$ cat src/rtl/if_id_pkg.sv
// Shared types and constants for the IF->ID instruction buffer.
// Entry layout carries pre-extracted hazard register fields.
package if_id_pkg;

  localparam logic [31:0] RESET_PC_DEF = 32'h00003000;
  localparam logic [31:0] NOP          = 32'h0;
  localparam int          RS_LSB       = 21;
  localparam int          RT_LSB       = 16;
  localparam logic [4:0]  LINK_REG     = 5'd31;
  localparam int          TAG_MAX_W    = 8;

  typedef struct packed {
    logic [31:0]          pc;
    logic [31:0]          instr;
    logic [TAG_MAX_W-1:0] tag;
    logic [4:0]           rs;
    logic [4:0]           rt;
  } entry_t;

  function automatic entry_t mk_entry(
    input logic [31:0]          pc,
    input logic [31:0]          instr,
    input logic [TAG_MAX_W-1:0] tag
  );
    entry_t e;
    e.pc    = pc;
    e.instr = instr;
    e.tag   = tag;
    e.rs    = instr[RS_LSB +: 5];
    e.rt    = instr[RT_LSB +: 5];
    return e;
  endfunction

endpackage

$ cat src/rtl/if_id_buf_ctrl.sv
// Queue control for the IF->ID buffer: pointers, occupancy,
// handshake flags and reset/flush priority.
module if_id_buf_ctrl
  import if_id_pkg::*;
#(
  parameter int DEPTH = 2,
  parameter int PTR_W = 1
) (
  input  logic             clk,
  input  logic             reset,
  input  logic             flush,
  input  logic             in_valid,
  input  logic             out_ready,
  output logic             in_ready,
  output logic             out_valid,
  output logic             push,
  output logic [PTR_W-1:0] wr_ptr,
  output logic [PTR_W-1:0] rd_ptr,
  output logic [2:0]       count,
  output logic             reset_out
);

  localparam logic [2:0]       DEPTH_C = 3'(DEPTH);
  localparam logic [PTR_W-1:0] LAST    = PTR_W'(DEPTH - 1);

  logic [PTR_W-1:0] wr_q, wr_d;
  logic [PTR_W-1:0] rd_q, rd_d;
  logic [2:0]       cnt_q, cnt_d;
  logic             rst_out_q;
  logic             pop;

  function automatic logic [PTR_W-1:0] nxt(
    input logic [PTR_W-1:0] p
  );
    return (p == LAST) ? '0 : p + 1'b1;
  endfunction

  // in_ready looks only at registered occupancy
  assign in_ready  = (cnt_q < DEPTH_C);
  assign out_valid = (cnt_q != 3'd0);
  assign push      = in_valid && in_ready && !flush;
  assign pop       = out_valid && out_ready && !flush;

  always_comb begin
    wr_d  = wr_q;
    rd_d  = rd_q;
    cnt_d = cnt_q;
    if (flush) begin
      wr_d  = '0;
      rd_d  = '0;
      cnt_d = 3'd0;
    end else begin
      if (push) wr_d = nxt(wr_q);
      if (pop)  rd_d = nxt(rd_q);
      unique case ({push, pop})
        2'b10:   cnt_d = cnt_q + 3'd1;
        2'b01:   cnt_d = cnt_q - 3'd1;
        default: cnt_d = cnt_q;
      endcase
    end
  end

  always_ff @(posedge clk) begin
    rst_out_q <= reset;
    if (reset) begin
      wr_q  <= '0;
      rd_q  <= '0;
      cnt_q <= 3'd0;
    end else begin
      wr_q  <= wr_d;
      rd_q  <= rd_d;
      cnt_q <= cnt_d;
    end
  end

  assign wr_ptr    = wr_q;
  assign rd_ptr    = rd_q;
  assign count     = cnt_q;
  assign reset_out = rst_out_q;

endmodule

$ cat src/rtl/if_id_buf.sv
// IF->ID instruction queue: entry storage, head mux and
// bubble presentation when empty.
module if_id_buf
  import if_id_pkg::*;
#(
  parameter int          DEPTH    = 2,
  parameter int          TAG_W    = 5,
  parameter logic [31:0] RESET_PC = RESET_PC_DEF
) (
  input  logic             clk,
  input  logic             reset,
  input  logic             flush,
  input  logic             in_valid,
  output logic             in_ready,
  input  logic [31:0]      in_pc,
  input  logic [31:0]      in_instr,
  input  logic [TAG_W-1:0] in_tag,
  output logic             out_valid,
  input  logic             out_ready,
  output logic [31:0]      out_pc,
  output logic [31:0]      out_instr,
  output logic [TAG_W-1:0] out_tag,
  output logic [4:0]       out_rs,
  output logic [4:0]       out_rt,
  output logic [4:0]       out_link,
  output logic [2:0]       count,
  output logic             reset_out
);

  localparam int PTR_W = (DEPTH > 1) ? $clog2(DEPTH) : 1;

  entry_t           mem_q [DEPTH];
  entry_t           mem_d [DEPTH];
  entry_t           head;
  logic             push;
  logic [PTR_W-1:0] wr_ptr;
  logic [PTR_W-1:0] rd_ptr;

  if_id_buf_ctrl #(
    .DEPTH (DEPTH),
    .PTR_W (PTR_W)
  ) u_ctrl (
    .clk       (clk),
    .reset     (reset),
    .flush     (flush),
    .in_valid  (in_valid),
    .out_ready (out_ready),
    .in_ready  (in_ready),
    .out_valid (out_valid),
    .push      (push),
    .wr_ptr    (wr_ptr),
    .rd_ptr    (rd_ptr),
    .count     (count),
    .reset_out (reset_out)
  );

  always_comb begin
    mem_d = mem_q;
    if (push)
      mem_d[wr_ptr] = mk_entry(in_pc, in_instr,
                               TAG_MAX_W'(in_tag));
  end

  always_ff @(posedge clk) begin
    if (reset) begin
      for (int i = 0; i < DEPTH; i++)
        mem_q[i] <= '0;
    end else begin
      mem_q <= mem_d;
    end
  end

  assign head = mem_q[rd_ptr];

  always_comb begin
    out_pc    = RESET_PC;
    out_instr = NOP;
    out_tag   = '0;
    out_rs    = 5'd0;
    out_rt    = 5'd0;
    out_link  = 5'd0;
    if (out_valid) begin
      out_pc    = head.pc;
      out_instr = head.instr;
      out_tag   = head.tag[TAG_W-1:0];
      out_rs    = head.rs;
      out_rt    = head.rt;
      out_link  = LINK_REG;
    end
  end

endmodule

$ cat config.mk
export PLATFORM = sky130hd
export DESIGN_NAME = if_id_buf
export DESIGN_NICKNAME = d
export VERILOG_FILES = /design/src/rtl/if_id_pkg.sv /design/src/rtl/if_id_buf_ctrl.sv /design/src/rtl/if_id_buf.sv
export SDC_FILE = /design/constraint.sdc
export NUM_CORES = 1
export LEC_CHECK = 0
export CORE_ASPECT_RATIO = 0.5
export CORE_MARGIN = 2
export CORE_UTILIZATION = 25
export DETAILED_ROUTE_END_ITERATION = 6
export PLACE_DENSITY = 0.52
export REMOVE_ABC_BUFFERS = 1
export SKIP_LAST_GASP = 1
export SYNTH_ARGS = -nofsm -noshare
export SYNTH_HDL_FRONTEND = slang
export SYNTH_SLANG_ARGS = --single-unit
$ cat constraint.sdc
create_clock -name clk -period 3.7 [get_ports clk]
set_clock_uncertainty 0.2 [all_clocks]
set_input_delay 1.11 -clock clk [delete_from_list [all_inputs] [get_ports clk]]
set_output_delay 1.11 -clock clk [all_outputs]
set_load 0.005 [all_outputs]
==> results of run 1 <==
## registers in the layout, indices dropped and copies added (netlist names)
signal,cells
mem_q,138
u_ctrl.rd_ptr,1
u_ctrl.reset_out,1
u_ctrl.wr_ptr,1
u_ctrl.count,3
## worst register-to-register path: stages, from the launching register on
cell and delay, ps:
dfxtp_1 420, o31ai_1 380, nor2_1 90, ha_1 230, fa_1 390, xnor2_1 160
or3_1 310, a21oi_1 140
## worst max-delay path by stage
stage / start / end / slack [ps] / cells after the start
6_report: u_ctrl.count[1] / out_rs[2] / 170 / 4
5_1_grt: u_ctrl.count[1] / out_rs[2] / 70 / 4
4_1_cts: u_ctrl.count[2] / out_pc[13] / 40 / 5
3_5_place_dp: flush / u_ctrl.count[2] / 280 / 8
3_3_place_gp: flush / u_ctrl.count[2] / 300 / 8
2_1_floorplan: u_ctrl.count[2] / out_pc[12] / -2690 / 3
## metal layers
layer / GRT usage, % / part of all wire [%] / vias up
li1: - / - / 2901
met1: 16.5 / 44 / 2897
met2: 26.0 / 52 / 57
met3: 2.54 / 2.2 / 19
met4: 4.33 / 1.6 / 0
met5: 0 / 0 / -
## placed cells by master (no fill, tap or decap), types with 3 or more instances in the layout
cell / Yosys / final
bufinv_16: 0 / 3
dfxtp_1: 144 / 142
clkinvlp_4: 0 / 3
buf_12: 0 / 8
nor2b_1: 69 / 69
clkdlybuf4s50_1: 0 / 162
buf_4: 19 / 14
nor2_1: 73 / 73
clkbuf_16: 0 / 19
mux2i_1: 139 / 139
clkinv_4: 0 / 3
o21ai_0: 139 / 139
nand2_1: 3 / 3
nand2b_1: 139 / 138
## cells by family (layout without fill, tap and decap cells)
family,count (synthesis),count (layout),share of synthesized area [%]
mux,139,139,19.5
flops,144,144,40.4
simple gates,290,290,23.0
fa+ha+maj,2,2,0.456
buf+inv,85,219,6.21
other cells,0,1,0
compound gates,141,141,9.93
xor+xnor,4,4,0.491
## Yosys cell counts
| cell | count |
|---|---|
| dfxtp_1 | 144 |
| mux2i_1 | 139 |
| nand2b_1 | 139 |
| o21ai_0 | 139 |
| nor2_1 | 73 |
| nor2b_1 | 69 |
| clkbuf_1 | 51 |
| buf_4 | 19 |
| buf_2 | 8 |
| buf_8 | 3 |
| nand2_1 | 3 |
| inv_1 | 2 |
| xnor2_1 | 2 |
| xor2_1 | 2 |
| a21oi_1 | 1 |
| and2_1 | 1 |
| buf_6 | 1 |
| clkbuf_2 | 1 |
| fa_1 | 1 |
| ha_1 | 1 |
| nor3_1 | 1 |
| nor3b_1 | 1 |
| nor4b_4 | 1 |
| o31ai_1 | 1 |
| or2_2 | 1 |
| or3_1 | 1 |
## layout make-up
class                           count  area (um2)
Fill cell                        2888       18100
Inverter                            2        7.51
Antenna cell                        1        2.50
Clock buffer                       19         464
Multi-Input combinational cell    576        3820
Clock inverter                     12         158
Timing Repair Buffer              186        1920
Tap cell                          382         478
Sequential cell                   144        2890
## through the flow
stage                     TNS (ps)  setup slack [ps]  instance area [um2]  power, mW  hold WS [ps]
after detailed placement         0               279                 9090       2.04           262
final                            0               173                 9750       3.82           274
after CTS                        0              42.7                 9710       3.86           277
after floorplan            -187130             -2690                 6700       1.82           248
after global routing             0              65.8                 9750       3.98           290
after global placement           0               300                 9090       2.03           258
## power breakdown
| group | internal (mW) | switching, mW | total (mW) | leakage (nW) |
|---|---|---|---|---|
| combinational | 0.197 | 0.178 | 0.375 | 1.67 |
| sequential | 1.60 | 0.0314 | 1.63 | 1.17 |
| clock | 1.12 | 0.695 | 1.81 | 0.297 |
| total | 2.92 | 0.904 | 3.82 | 3.14 |
## repair_timing
action	in CTS	in global routing
endpoints found under the setup margin	0	2
buffers inserted	0	1
gates resized for setup	0	2
==> run_results.csv, run 1 <==
group,metric,value,unit
clocking,cts_sinks,144,
min_path,min_path_cells,2,
setup_path,critPathMaxFanout,34,
placement,dpl.cell_count,1288,
cells_and_area,final_core_util,35.0,%
sta,worstMarginPinSlew,793,ps
global_route,grt_max_degree,84,
global_route,grt_pass1_vias,6020,
setup_path,crit_required,2390,ps
placement,place.gp.congestion,0.732,
setup_path,crit_chain,"nor3_4 > clkbuf_16 > nor2_1 > clkdlybuf4s50_1",
placement,io_buffers,163,
synthesis,netlist_top_cells_area,"dfxtp_1, mux2i_1, nand2b_1, o21ai_0, nor2b_1",
power_and_ir_drop,ir_drop,0.315,mV
detailed_routing,vias_per_cell,4.44,
clocking,clk_pin_slew,60,ps
clocking,htree_levels,4,
detailed_routing,first_pass_iters,6,
setup_path,path_class,"reg2out",
min_path,hold_class,"reg2reg",
flow_run,drv_cap,0,
synthesis,synth-seq-cells,144,
global_route,grt_usage,14.0,%
sta,slew_viol_final,0,
cells_and_area,drive_gt1_share,6.71,%
min_path,hold_path.startpoint,"mem_q[56]",
floorplan,start_util,25.6,%
floorplan,dieArea,30000,um2
cells_and_area,synthToLayoutAreaGrowth,36.6,%
detailed_routing,route.vias.total,5874,
setup_path,start_kind,"flop",
synthesis,syn_inst,805,
setup_path,r2r_slack,1320,ps
power_and_ir_drop,leakage,3.14,nW
setup_path,reg2reg_depth,7,
global_route,grt_pass1_wl,32800,um
global_route,grt_antenna_before_repair,1,
global_route,grt_remaining_overflow,0,
detailed_routing,drc,0,
synthesis,syn_area,7130,um2
clocking,cts_buffers,17,
clocking,ctsHoldBuffers,0,
clocking,cts_max_path_buffers,2,
floorplan,ios,164,
synthesis,netlist.area_leader.share,40.4,%
clocking,cts_tree,"yes",
sta,slew_headroom,47.1,%
sta,max_freq,0.283,GHz
cells_and_area,layoutNonFillerInstCount,1322,
setup_path,timing.critical_path.buf_inv,2,
synthesis,synth.distinct_cells,26,
detailed_routing,drt_iter0_markers,320,
detailed_routing,ant_nets,0,
clocking,clkLatencyLatePin,420,ps
setup_path,end_kind,"output pin",
sta,finalSetupViolations,0,
synthesis,yosys_warnings,0,
setup_path,cp_slowest_stage_delay,590,ps
setup_path,r2r_start,"u_ctrl.count[2]",
sta,fin_crit_sh,95.3,%
setup_path,cp_data_arrival_time,2220,ps
floorplan,die_x,243,um
synthesis,syn_avg_cell_area,8.86,um2
synthesis,seq_area_frac_synth,40.4,%
clocking,clockRootBuffer,"clkbuf_16",
floorplan,dieHeight,123,um
sta,grt_setup_unrepaired,"false",
setup_path,cp_top_family,"buffers and inverters",
sta,fin_crit,3530,ps
synthesis,synth_area_leader_cell,"dfxtp_1",
min_path,hold_path_end,"mem_q[56]",
floorplan,core_area,27900,um2
floorplan,rows,43,
placement,dp_hpwl,13600,um
power_and_ir_drop,p_per_area,392,nW/um2
detailed_routing,totalWireLength,21400,um
run_status,status,"finished clean",
detailed_routing,wl_per_cell,16.2,um
cells_and_area,fin_nets,1003,
setup_path,cp_slowest_cell,"dfxtp_1",
setup_path,r2r_end,"u_ctrl.count[2]",
sta,hold_viol,0,
Note: power is estimated with default switching activity, not from simulation.
==> run 2, diff against run 1 <==
--- a/config.mk
+++ b/config.mk
@@ -5,11 +5,12 @@
 export SDC_FILE = /design/constraint.sdc
 export NUM_CORES = 1
 export LEC_CHECK = 0
-export CORE_ASPECT_RATIO = 0.5
+export CORE_ASPECT_RATIO = 0.75
 export CORE_MARGIN = 2
-export CORE_UTILIZATION = 25
+export CORE_UTILIZATION = 51
 export DETAILED_ROUTE_END_ITERATION = 6
-export PLACE_DENSITY = 0.52
+export GPL_ROUTABILITY_DRIVEN = 0
+export PLACE_DENSITY = 0.87
 export REMOVE_ABC_BUFFERS = 1
 export SKIP_LAST_GASP = 1
 export SYNTH_ARGS = -nofsm -noshare
==> run 2 against run 1 <==
Compared with the run above:
- count of clock-buffer cells in the layout grew 1
- cell count is 16% lower
- worst setup slack better by 29 ps
- design area shrank 3.1%
- register-to-register slack gained 20 ps
- largest cell class unchanged
- largest power group unchanged
- highest routed layer unchanged
==> run_results.csv, run 2 (synthesized netlist as in run 1, its figures left out) <==
group,metric,value,unit
power_and_ir_drop,p_per_area,412,nW/um2
cells_and_area,final_core_util,68.9,%
sta,finalSetupViolations,0,
setup_path,r2r_start,"u_ctrl.count[2]",
detailed_routing,drc,0,
setup_path,start_kind,"flop",
clocking,clockRootBuffer,"clkbuf_16",
global_route,grt_remaining_overflow,0,
min_path,min_path_cells,2,
cells_and_area,largest_register,"mem_q",
sta,max_freq,0.286,GHz
clocking,clk_pin_slew,60,ps
sta,slew_viol_final,0,
sta,fin_crit,3500,ps
global_route,grt_usage,23.1,%
detailed_routing,ant_nets,0,
clocking,htree_levels,4,
cells_and_area,drive_gt1_share,6.00,%
power_and_ir_drop,leakage,3.12,nW
floorplan,die_x,141,um
setup_path,critPathMaxFanout,34,
floorplan,rows,37,
run_status,status,"finished clean",
placement,placed_area,8780,um2
cells_and_area,final_common_cell,"clkdlybuf4s50_1",
clocking,clkLatencyLatePin,410,ps
floorplan,dieHeight,106,um
detailed_routing,wl_per_cell,15.3,um
setup_path,path_class,"reg2out",
sta,slew_headroom,55.1,%
clocking,cts_max_path_buffers,2,
power_and_ir_drop,ir_drop,0.376,mV
detailed_routing,first_pass_iters,4,
global_route,grt_pass1_vias,5710,
clocking,cts_buffers,17,
setup_path,crit_start,"u_ctrl.count[2]",
sta,grt_setup_unrepaired,"false",
placement,io_buffers,163,
placement,dpl.cell_count,1076,
detailed_routing,totalWireLength,16900,um
detailed_routing,drt_iter0_markers,356,
floorplan,start_util,52.1,%
cells_and_area,final_cell_mix,"clkdlybuf4s50_1, dfxtp_1, mux2i_1, o21ai_0, nand2b_1",
setup_path,end_kind,"output pin",
global_route,grt_antenna_before_repair,0,
clocking,postCtsSetupBuffers,0,
min_path,hold_class,"reg2reg",
setup_path,reg2reg_depth,7,
floorplan,dieArea,15000,um2
flow_run,drv_cap,0,
detailed_routing,route.vias.total,5825,
sta,hold_viol,0,
min_path,hold_path_end,"mem_q[38]",
cells_and_area,insertedDiodeCount,0,
global_route,grt_max_degree,83,
setup_path,r2r_end,"u_ctrl.count[2]",
clocking,cts_sinks,144,
sta,fin_crit_sh,94.6,%
floorplan,ios,164,
placement,dp_hpwl,10600,um
cells_and_area,synthToLayoutAreaGrowth,32.4,%
cells_and_area,fin_nets,996,
clocking,cts-resized-gates,0,
setup_path,r2r_slack,1340,ps
cells_and_area,postLayoutCellArea,9440,um2
cells_and_area,largest_register_ffs,138,
floorplan,core_area,13700,um2
min_path,hold_path.startpoint,"mem_q[38]",
clocking,cts_tree,"yes",
sta,worstMarginPinSlew,673,ps
sta,tns,0,ps
placement,place_ws,292,ps
sta,worst_slack,202,ps
setup_path,cp_data_arrival_time,2190,ps
clocking,ctsHoldBuffers,0,
cells_and_area,layoutNonFillerInstCount,1108,
detailed_routing,vias_per_cell,5.26,
setup_path,crit_required,2390,ps
global_route,grt_pass1_wl,28100,um
[run 2: layer usage]
metal  GRT usage, %  wire [um]
met5              0          0
met4           7.14        210
met3           5.09       1140
met2           36.2       7610
met1           31.8       7960
[run 2: per-stage QoR]
stage	hold WS, ps	total power, mW
final	271	3.89
after global routing	289	4.03
after CTS	274	3.91
after detailed placement	263	2.02
after global placement	256	2.02
after floorplan	248	1.82
[run 2: layout make-up]
class / instances / area, um2
clock buffer: 20 / 457
clock inverter: 12 / 204
fill: 1019 / 4260
inverter: 2 / 7.51
multi-input combinational: 576 / 3820
sequential: 144 / 2890
tap: 175 / 219
timing repair buffer: 179 / 1850
[run 2: power by group]
group	leakage (nW)	internal, mW	switching, mW
clock network	0.321	1.24	0.660
registers	1.17	1.60	0.0311
logic	1.63	0.194	0.166
[run 2: worst max path at each step]
stage | endpoint | depth (start not counted)
5_1_grt | out_pc[12] | 5
3_3_place_gp | u_ctrl.count[2] | 8
2_1_floorplan | out_pc[12] | 3
6_report | out_pc[12] | 5
4_1_cts | out_pc[12] | 5
3_5_place_dp | u_ctrl.count[2] | 8
[run 2: worst max-delay path: stages (launching register included)]
cell and delay (ps):
dfxtp_1 400, nor3_2 390, buf_12 250, inv_1 140, nand2_1 80, clkdlybuf4s50_1 490
